File: src/rtl/decode_execute_stage.sv
// ID/EX pipeline register with load-use hazard detection, fetch/decode stall and decode flush.
// Optional bubble counter enabled by defining ID_EX_PERF_CNT_EN.
module decode_execute_stage #(
  parameter int DATA_W     = 32,
  parameter int REG_ADDR_W = 5,
  parameter int CNT_W      = 16
) (
  input  logic                  clk,
  input  logic                  rst,
  input  logic                  RegWriteD,
  input  logic                  ALUSrcD,
  input  logic                  MemWriteD,
  input  logic [1:0]            ResultSrcD,
  input  logic                  BranchD,
  input  logic [2:0]            ALUControlD,
  input  logic [DATA_W-1:0]     RD1_D,
  input  logic [DATA_W-1:0]     RD2_D,
  input  logic [DATA_W-1:0]     Imm_Ext_D,
  input  logic [DATA_W-1:0]     PCD,
  input  logic [DATA_W-1:0]     PCPlus4D,
  input  logic [REG_ADDR_W-1:0] Rs1_D,
  input  logic [REG_ADDR_W-1:0] Rs2_D,
  input  logic [REG_ADDR_W-1:0] RD_D,
  input  logic                  PCSrcE,
  output logic                  RegWriteE,
  output logic                  ALUSrcE,
  output logic                  MemWriteE,
  output logic [1:0]            ResultSrcE,
  output logic                  BranchE,
  output logic [2:0]            ALUControlE,
  output logic [DATA_W-1:0]     RD1_E,
  output logic [DATA_W-1:0]     RD2_E,
  output logic [DATA_W-1:0]     Imm_Ext_E,
  output logic [DATA_W-1:0]     PCE,
  output logic [DATA_W-1:0]     PCPlus4E,
  output logic [REG_ADDR_W-1:0] Rs1_E,
  output logic [REG_ADDR_W-1:0] Rs2_E,
  output logic [REG_ADDR_W-1:0] RD_E,
  output logic                  StallF,
  output logic                  StallD,
  output logic                  FlushD,
  output logic [CNT_W-1:0]      BubbleCnt
);

  logic                  regwrite_p1;
  logic                  alusrc_p1;
  logic                  memwrite_p1;
  logic [1:0]            resultsrc_p1;
  logic                  branch_p1;
  logic [2:0]            aluctl_p1;
  logic [REG_ADDR_W-1:0] rs1_p1;
  logic [REG_ADDR_W-1:0] rs2_p1;
  logic [REG_ADDR_W-1:0] rd_p1;
  logic [DATA_W-1:0]     rd1_p1;
  logic [DATA_W-1:0]     rd2_p1;
  logic [DATA_W-1:0]     imm_p1;
  logic [DATA_W-1:0]     pc_p1;
  logic [DATA_W-1:0]     pcplus4_p1;

  logic lw_stall;
  logic bubble;

  // A load in EX writing a non-zero register that ID is about to read.
  assign lw_stall = (resultsrc_p1 == 2'b01) & regwrite_p1 & (rd_p1 != '0) &
                    ((rd_p1 == Rs1_D) | (rd_p1 == Rs2_D));
  assign bubble   = lw_stall | PCSrcE;

  assign StallF = lw_stall;
  assign StallD = lw_stall;
  assign FlushD = PCSrcE;

  // ---- ID -> EX boundary: control fields, zeroed on a bubble ----
  always_ff @(posedge clk or negedge rst) begin
    if (!rst) begin
      regwrite_p1  <= 1'b0;
      alusrc_p1    <= 1'b0;
      memwrite_p1  <= 1'b0;
      resultsrc_p1 <= 2'b00;
      branch_p1    <= 1'b0;
      aluctl_p1    <= 3'b000;
      rs1_p1       <= '0;
      rs2_p1       <= '0;
      rd_p1        <= '0;
    end else if (bubble) begin
      regwrite_p1  <= 1'b0;
      alusrc_p1    <= 1'b0;
      memwrite_p1  <= 1'b0;
      resultsrc_p1 <= 2'b00;
      branch_p1    <= 1'b0;
      aluctl_p1    <= 3'b000;
      rs1_p1       <= '0;
      rs2_p1       <= '0;
      rd_p1        <= '0;
    end else begin
      regwrite_p1  <= RegWriteD;
      alusrc_p1    <= ALUSrcD;
      memwrite_p1  <= MemWriteD;
      resultsrc_p1 <= ResultSrcD;
      branch_p1    <= BranchD;
      aluctl_p1    <= ALUControlD;
      rs1_p1       <= Rs1_D;
      rs2_p1       <= Rs2_D;
      rd_p1        <= RD_D;
    end
  end

  // Data fields always load; a bubble's zeroed controls make their contents irrelevant.
  always_ff @(posedge clk or negedge rst) begin
    if (!rst) begin
      rd1_p1     <= '0;
      rd2_p1     <= '0;
      imm_p1     <= '0;
      pc_p1      <= '0;
      pcplus4_p1 <= '0;
    end else begin
      rd1_p1     <= RD1_D;
      rd2_p1     <= RD2_D;
      imm_p1     <= Imm_Ext_D;
      pc_p1      <= PCD;
      pcplus4_p1 <= PCPlus4D;
    end
  end

  assign RegWriteE   = regwrite_p1;
  assign ALUSrcE     = alusrc_p1;
  assign MemWriteE   = memwrite_p1;
  assign ResultSrcE  = resultsrc_p1;
  assign BranchE     = branch_p1;
  assign ALUControlE = aluctl_p1;
  assign Rs1_E       = rs1_p1;
  assign Rs2_E       = rs2_p1;
  assign RD_E        = rd_p1;
  assign RD1_E       = rd1_p1;
  assign RD2_E       = rd2_p1;
  assign Imm_Ext_E   = imm_p1;
  assign PCE         = pc_p1;
  assign PCPlus4E    = pcplus4_p1;

`ifdef ID_EX_PERF_CNT_EN
  logic [CNT_W-1:0] bubble_cnt_p1;

  function automatic logic [CNT_W-1:0] sat_inc(input logic [CNT_W-1:0] v);
    return (&v) ? v : v + CNT_W'(1);
  endfunction

  always_ff @(posedge clk or negedge rst) begin
    if (!rst)
      bubble_cnt_p1 <= '0;
    else if (bubble)
      bubble_cnt_p1 <= sat_inc(bubble_cnt_p1);
  end

  assign BubbleCnt = bubble_cnt_p1;
`else
  assign BubbleCnt = '0;
`endif

endmodule
File: config.mk
export PLATFORM = sky130hd
export DESIGN_NAME = decode_execute_stage
export DESIGN_NICKNAME = d
export VERILOG_FILES = /design/src/rtl/decode_execute_stage.sv
export SDC_FILE = /design/constraint.sdc
export NUM_CORES = 1
export LEC_CHECK = 0
export BUFFER_PORTS_ARGS = -buffer_cell sky130_fd_sc_hd__buf_2
export CAP_MARGIN = 20
export CORE_AREA = 10 10 144 146
export DETAILED_ROUTE_END_ITERATION = 8
export DIE_AREA = 0 0 154 156
export PLACE_DENSITY = 0.65
export SLEW_MARGIN = 25
export SYNTH_ARGS = -nofsm -noshare
export SYNTH_HDL_FRONTEND = slang
export SYNTH_SLANG_ARGS = --single-unit
File: constraint.sdc
create_clock -name clk -period 1.7 [get_ports clk]
set_input_delay 0.17 -clock clk [delete_from_list [all_inputs] [get_ports clk]]
set_output_delay 0.17 -clock clk [all_outputs]
set_load 0.1 [all_outputs]
==> summary.txt, run 1 <==
Clocking
  • Number of post-CTS setup repair buffers: 1
  • H-tree depth: 4
  • CTS Root Cell: clkbuf_16
  • # resized after CTS: 8
  • Hold-fix buffers at CTS: 183
  • Cts bufs inserted: 17
  • Clk buf depth: 2
  • Sink Count: 184

Synthesis
  • Part of the Yosys area used for sequential elements: 88.0%
  • Mapped Area: 0.00523 sq mm
  • Cells after Synth: 277
  • Netlist cell types: 17
  • Syn Area/Cell: 18.9 sq um
  • Synth Register Bits: 184
  • Synth warnings: 0

Outcome
  • Exit stage: clock tree synthesis
  • Run Error: [ERROR RSZ-0060] Max buffer count reached.
  • Status: aborted with a tool error

Die
  • Starting Density: 29.3%
  • Die W: 154 microns
  • I/O pin count: 390
  • Die height: 156 microns
  • Rows: 49

Placement
  • DP HPWL: 14.5 mm
  • Routability congestion estimate: 0.769
  • Post-Place Cells: 877
  • Buffers on Ports: 373
==> synth_stat cells <==
cell type | count | share of area [%]
nand2_1 | 3 | 0.22
buf_4 | 19 | 2.7
nand2b_1 | 24 | 2.9
and2_2 | 1 | 0.14
o22ai_4 | 1 | 0.38
a21oi_1 | 22 | 2.1
nor2_1 | 1 | 0.072
a21oi_2 | 2 | 0.33
conb_1 | 1 | 0.072
a211oi_4 | 1 | 0.38
dfrtp_1 | 184 | 88
nand3_1 | 2 | 0.19
nor3_2 | 1 | 0.19
buf_2 | 1 | 0.096
clkbuf_1 | 2 | 0.14
xnor2_1 | 10 | 1.7
buf_6 | 2 | 0.43
==> per-stage QoR <==
stage / utilization [%] / area, sq um / hold slack (ns) / setup slack [ns]
after detailed placement: 41.6 / 7420 / 0.135 / 0.162
after floorplan: - / 5330 / -0.126 / -0.241
after global placement: 41.6 / 7420 / 0.139 / 0.183
==> kinds of logic after synthesis <==
group                     count (synthesis)  share of synthesized area [%]
AOI/OAI and AO/OA                        26                           3.20
xor gates and xnor gates                 10                           1.67
buffers and inverters                    24                           3.39
DFF                                     184                           88.0
other                                     1                         0.0717
and+or+nand+nor                          32                           3.68
==> inputs of run 2 (changes only) <==
--- a/config.mk
+++ b/config.mk
@@ -10,7 +10,7 @@
 export CORE_AREA = 10 10 144 146
 export DETAILED_ROUTE_END_ITERATION = 8
 export DIE_AREA = 0 0 154 156
-export PLACE_DENSITY = 0.65
+export PLACE_DENSITY_LB_ADDON = 0.15
 export SLEW_MARGIN = 25
 export SYNTH_ARGS = -nofsm -noshare
 export SYNTH_HDL_FRONTEND = slang
==> summary.txt, run 2 <==
Outcome
  • Status: finished, violations left
  • Failing checks: negative setup slack

Worst setup path
  • Critical path, cell by cell: xnor2_2, nand3_2, o22ai_4, and2_4, buf_12
  • Required @ worst endpoint: 1.53 ns
  • Reg2reg end: Rs2_E[3]
  • Reg-to-reg startpoint: RD_E[2]
  • Worst-path fanout max: 4
  • Crit end category: output port
  • Worst r2r path cells: 6
  • Critical Path Start Type: flip-flop
  • Data arrival, critical path: 1.76 ns
  • Max stage delay cell, worst path: dfrtp_4
  • R2r setup slk: 0.11 ns
  • Crit Path Class: flip-flop to output port
  • CP peak stage delay: 0.52 ns

Synthesis
  • Synth warnings: 0 (unchanged)
  • Cell with the most instances after synthesis: dfrtp_1
  • Main area contributors after synthesis: dfrtp_1, nand2b_1, buf_4, a21oi_1, xnor2_1
  • Mapped Area: 0.00523 sq mm (unchanged)
  • Number of synthesized flops with an enable pin: 0 (unchanged)
  • Synth area leader: dfrtp_1
  • Leading cell types by count after synthesis: dfrtp_1, nand2b_1, a21oi_1
  • Netlist cell types: 17 (unchanged)
  • Syn Area/Cell: 18.9 sq um (unchanged)
  • Cells after Synth: 277 (unchanged)
  • Synth Flop Type: dfrtp_1
  • Part of the Yosys area used for sequential elements: 88.0% (unchanged)
  • Ys async rst share: 100% (unchanged)
  • Yosys top cell area share: 88.0% (unchanged)
  • Synth Register Bits: 184 (unchanged)

Clocking
  • Worst skew pair latency: 0.42 ns
  • Cts bufs inserted: 17 (unchanged)
  • Clk buf depth: 2 (unchanged)
  • CTS Root Cell: clkbuf_16
  • CTS tree: built
  • Clk slew on worst S/H paths: 0.07 ns
  • Sink Count: 184 (unchanged)
  • H-tree depth: 4 (unchanged)

Global routing
  • Number of global-route vias before repair: 5196
  • First-pass GRT wire length: 30.2 mm
  • Initial antenna violation count: 0
  • GRT Overall Usage: 16.2%
  • Global route overflow: 0
  • Largest net degree at the start of global routing: 52

Routing
  • Drt pass-1 iters: 4
  • DRC viols: 0
  • WL final: 19.9 mm
  • Iteration-0 DRC Markers: 145
  • Wire per inst: 18.2 microns
  • Vias per Instance: 3.94
  • Via count: 4301
  • Detail Route Antenna Nets: 0

Layout
  • Final Util: 55.6%
  • Share of layout cells above drive strength 1: 50.7%
  • Fin nets: 1039
  • Commonest non-fill, non-tap cell in the layout: buf_2
  • Highest-count cells in the layout ignoring fill and taps: buf_2, dlygate4sd3_1, dfrtp_1
  • Diodes inserted: 0
  • # fillers: 1454
  • Final non-filler cell total: 1093
  • Area growth, synth to finish: 89.6%

Power
  • VDD IR max: 0.000680 V
  • Sequential Power Share: 40.7%
  • Leakage: 0.00500 uW
  • PwrDens: 1160 mW/mm^2
  • Int Pwr: 7340 uW
  • Sw Share: 36.1%
  • Gate power share: 25.6%
  • P_sw: 4140 uW
  • Clock share of power: 33.8%

Timing
  • Period minus WS final: 1.93 ns
  • Fin Setup TNS: -0.455 ns
  • Tcrit/Tclk final: 113%
  • Max Clk Rate: 0.519 GHz
  • Final WS setup: -0.228 ns
  • RSZ-0062 raised after global routing: true
  • Slew headroom: 64.1%
  • Worst-Margin Slew: 0.542 ns
  • Hold Vio Cnt, Final: 0
  • # setup viols final: 2
  • Max Slew Vio Count: 0
  • Worst Hold Slack: 0.0324 ns
  • Setup Skew: 0.0105 ns

Min path
  • Hold Crit Depth: 3
  • Hold crit path type: input pin to flip-flop
  • Hold Startpoint: Rs2_D[3]
  • Min-Delay Endpoint: Rs2_E[3]

Die
  • Rows: 49 (unchanged)
  • I/O pin count: 390 (unchanged)
  • Starting Density: 29.3% (unchanged)
  • DIE AREA: 0.0240 sq mm
  • Core ar.: 0.0178 sq mm
  • Die height: 156 microns (unchanged)
  • Die W: 154 microns (unchanged)

Placement
  • Place WS: 0.157 ns (-0.00538 ns)
  • Routability congestion estimate: 0.792 (+3.0%)
  • Post-Place Cells: 876 (-0.11%)
  • Buffers on Ports: 373 (unchanged)
  • DP HPWL: 14.7 mm (+1.9%)

Job
  • Max-capacitance violation count: 0
run 2: kinds of logic (layout without fill, tap and decap cells):
| kind of cell | Yosys count | in the layout | share of synthesized area [%] |
|---|---|---|---|
| simple gates | 32 | 32 | 3.68 |
| other cells | 1 | 16 | 0.0717 |
| flops | 184 | 184 | 88.0 |
| buf+inv | 24 | 596 | 3.39 |
| xor+xnor | 10 | 10 | 1.67 |
| compound gates | 26 | 26 | 3.20 |
run 2: metal layers:
layer	wire length (microns)	track usage (%)	share of wire (%)	vias to the layer above
met5	0	0	0	-
met4	363	5.98	1.8	0
met3	1810	6.51	9.1	21
met2	10600	29.0	53	222
met1	7140	16.8	36	2067
li1	-	-	-	1991
run 2: final cells by class:
class	instances	area, sq um	area share, %
flip-flops and latches	184	4630	46.6
repair buffers	565	3840	38.7
multi-input cells	84	579	5.84
clock buffers	17	425	4.29
well taps	229	287	2.89
clock inverters	14	164	1.65
run 2: power groups by stage:
| stage | registers [uW] | clock network, uW | logic (uW) |
|---|---|---|---|
| 5_1_grt | 4690 | 4200 | 3040 |
| 6_report | 4670 | 3880 | 2930 |
| 3_5_place_dp | 4750 | 0 | 2580 |
| 2_1_floorplan | 6430 | 0 | 287 |
| 3_3_place_gp | 4740 | 0 | 2580 |
| 4_1_cts | 4670 | 4040 | 2950 |
run 2: what timing repair did:
action,in CTS,in global routing
gates resized for setup,10,0
hold buffers,182,0
endpoints found under the setup margin,2,2
buffers inserted,3,1
hold endpoints to repair,228,0
pin swaps,6,0
run 2: worst max path at each step:
stage	start	to	cells after the start
6_report	RD_E[2]	StallD	5
3_3_place_gp	RD_E[2]	StallF	5
5_1_grt	RD_E[0]	StallF	5
4_1_cts	RD_E[0]	StallD	5
3_5_place_dp	RD_E[4]	StallD	5
2_1_floorplan	RD_E[2]	StallF	5
run 2: stage by stage:
step	power (uW)	instance area (sq um)
after floorplan	6710	5330
after global placement	7320	7410
after detailed placement	7330	7410
after CTS	11700	9920
after global routing	11900	9920
final	11500	9920
run 2: worst max-delay path, delay by kind of cell (launching register included):
family                    cells  cell delay (ns)
buffers and inverters         1             0.18
AOI/OAI and AO/OA             1             0.11
and+or+nand+nor               2             0.33
DFF                           1             0.52
xor gates and xnor gates      1             0.18
Power figures use the tool's default switching activity.
==> inputs of run 3 (changes only) <==
==> constraint.sdc (replaced) <==
create_clock -name clk -period 2.42 [get_ports clk]
set_input_delay 0.242 -clock clk [delete_from_list [all_inputs] [get_ports clk]]
set_output_delay 0.242 -clock clk [all_outputs]
set_load 0.1 [all_outputs]
==> summary.txt, run 3 (same netlist as run 2, synthesis figures left out) <==
Routing
  • Wire per inst: 18.6 microns (+2.0%)
  • Drt pass-1 iters: 4 (unchanged)
  • Via count: 4225 (-1.8%)
  • DRC viols: 0 (unchanged)
  • Iteration-0 DRC Markers: 111 (-23%)
  • Vias per Instance: 3.95 (+0.44%)
  • WL final: 19.9 mm (-0.20%)
  • Detail Route Antenna Nets: 0 (unchanged)

Worst setup path
  • Crit Path Class: flip-flop to output port
  • Worst-path fanout max: 13 (+9)
  • Crit end category: output port
  • Data arrival, critical path: 1.98 ns (+0.22 ns)
  • Required @ worst endpoint: 2.18 ns (+0.65 ns)
  • Critical Path Start Type: flip-flop

Power
  • PwrDens: 832 mW/mm^2 (-28%)
  • Gate power share: 25.3% (-0.3 points)
  • Sw Share: 36.3% (+0.18 points)
  • Leakage: 0.00484 uW (-3.1%)
  • VDD IR max: 0.000535 V (-21%)
  • Clock share of power: 33.6% (-0.2 points)
  • P_sw: 2890 uW (-30%)
  • Int Pwr: 5070 uW (-31%)
  • Sequential Power Share: 41.2% (+0.5 points)

Job
  • Max-capacitance violation count: 0 (unchanged)

Layout
  • Highest-count cells in the layout ignoring fill and taps: buf_2, dfrtp_1, dlygate4sd3_1
  • # fillers: 1506 (+3.6%)
  • Fin area: 0.00957 sq mm (-3.6%)
  • Final non-filler cell total: 1069 (-2.2%)
  • Fin nets: 1014 (-2.4%)
  • Commonest non-fill, non-tap cell in the layout: buf_2
  • Area growth, synth to finish: 82.8%
  • Share of layout cells above drive strength 1: 50.5% (-0.22 points)
  • Diodes inserted: 0 (unchanged)

Global routing
  • First-pass GRT wire length: 30.2 mm (about the same)
  • Global route overflow: 0 (unchanged)
  • GRT Overall Usage: 16.2% (-0.048 points)
  • Largest net degree at the start of global routing: 69 (+33%)
  • Initial antenna violation count: 0 (unchanged)
  • Number of global-route vias before repair: 5138 (-1.1%)

Placement
  • Buffers on Ports: 373 (unchanged)
  • Post-Place Cells: 875 (-0.11%)
  • DP HPWL: 14.8 mm (+0.52%)
  • Routability congestion estimate: 0.798 (+0.82%)
  • Placed inst area: 0.00736 sq mm (-0.68%)

Outcome
  • Status: completed

Timing
  • Worst-Margin Slew: 0.955 ns (+0.413 ns)
  • Hold Vio Cnt, Final: 0 (unchanged)
  • # setup viols final: 0 (-2)
  • RSZ-0062 raised after global routing: false
  • Max Slew Vio Count: 0 (unchanged)
  • Slew headroom: 36.2% (-28 points)
  • Period minus WS final: 2.22 ns
  • Setup Skew: 0.00667 ns (-0.00380 ns)
  • Fin Setup TNS: 0 ns (+0.455 ns)
  • Tcrit/Tclk final: 91.7%
  • Max Clk Rate: 0.451 GHz

Die
  • Starting Density: 29.3% (unchanged)
  • DIE AREA: 0.0240 sq mm (unchanged)
  • I/O pin count: 390 (unchanged)
  • Die W: 154 microns (unchanged)
  • Rows: 49 (unchanged)
  • Core ar.: 0.0178 sq mm (unchanged)
  • Die height: 156 microns (unchanged)

Clocking
  • CTS tree: built
  • Clk buf depth: 2 (unchanged)
  • H-tree depth: 4 (unchanged)
  • Sink Count: 184 (unchanged)
  • Cts bufs inserted: 17 (unchanged)
  • Clk slew on worst S/H paths: 0.07 ns (about the same)
  • Worst skew pair latency: 0.41 ns (about the same)
  • CTS Root Cell: clkbuf_16

Min path
  • Hold crit path type: input pin to flip-flop
## run 3: through the flow
step / util (%) / hold slack [ns] / setup slack [ns] / power, uW
2_1_floorplan: - / -0.0536 / 0.00306 / 4710
3_3_place_gp: 41.3 / 0.269 / 0.324 / 5130
3_5_place_dp: 41.3 / 0.285 / 0.313 / 5140
4_1_cts: 53.6 / 0.0240 / 0.150 / 8080
5_1_grt: 53.6 / 0.0297 / 0.0482 / 8270
6_report: 53.6 / 0.0482 / 0.201 / 7960
## run 3: layer usage
metal | wire, microns | GRT usage [%] | vias up
met5 | 0 | 0 | -
met4 | 317 | 4.63 | 0
met3 | 1800 | 6.87 | 20
met2 | 10800 | 29.5 | 222
met1 | 6990 | 16.5 | 2040
li1 | - | - | 1943
## run 3: worst paths after layout
path | startpoint | end | slack [ns] | depth (start not counted)
hold reg to reg | ResultSrcE[1] | Rs1_E[4] | 0.76 | 2
setup / recovery | RD_E[4] | StallD | 0.20 | 4
max in group asynchronous | rst | PCPlus4E[17] | 1.28 | 3
hold / removal | RD_D[2] | RD_E[2] | 0.05 | 3
setup reg to reg | RD_E[4] | RD_E[2] | 0.75 | 3
min in group asynchronous | rst | Imm_Ext_E[24] | 0.38 | 2
## run 3: power by group through the flow
| stage | clock network (uW) | registers [uW] | logic, uW |
|---|---|---|---|
| floorplan | 0 | 4510 | 201 |
| global placement | 0 | 3330 | 1810 |
| detailed placement | 0 | 3330 | 1810 |
| CTS | 2780 | 3270 | 2030 |
| global route | 2900 | 3290 | 2080 |
| finish | 2670 | 3280 | 2010 |
## run 3: final cells by class
type | instances | area (sq um) | share of cell area (%)
multi-input combinational | 85 | 520 | 5.44
tap | 229 | 287 | 3.00
clock inverter | 13 | 125 | 1.31
clock buffer | 19 | 453 | 4.74
timing repair buffer | 539 | 3570 | 37.3
sequential | 184 | 4610 | 48.2
## run 3: repair_timing
action,CTS,global route
buffers inserted,0,0
hold buffers,161,0
endpoints found under the setup margin,2,0
hold endpoints to repair,224,0
gates resized for setup,0,0
## run 3: critical path, cell delays in order, from the launching register on
cell	delay, ns
dfrtp_2	0.41
nor2_1	0.11
a211oi_4	0.54
and2_2	0.31
buf_12	0.19
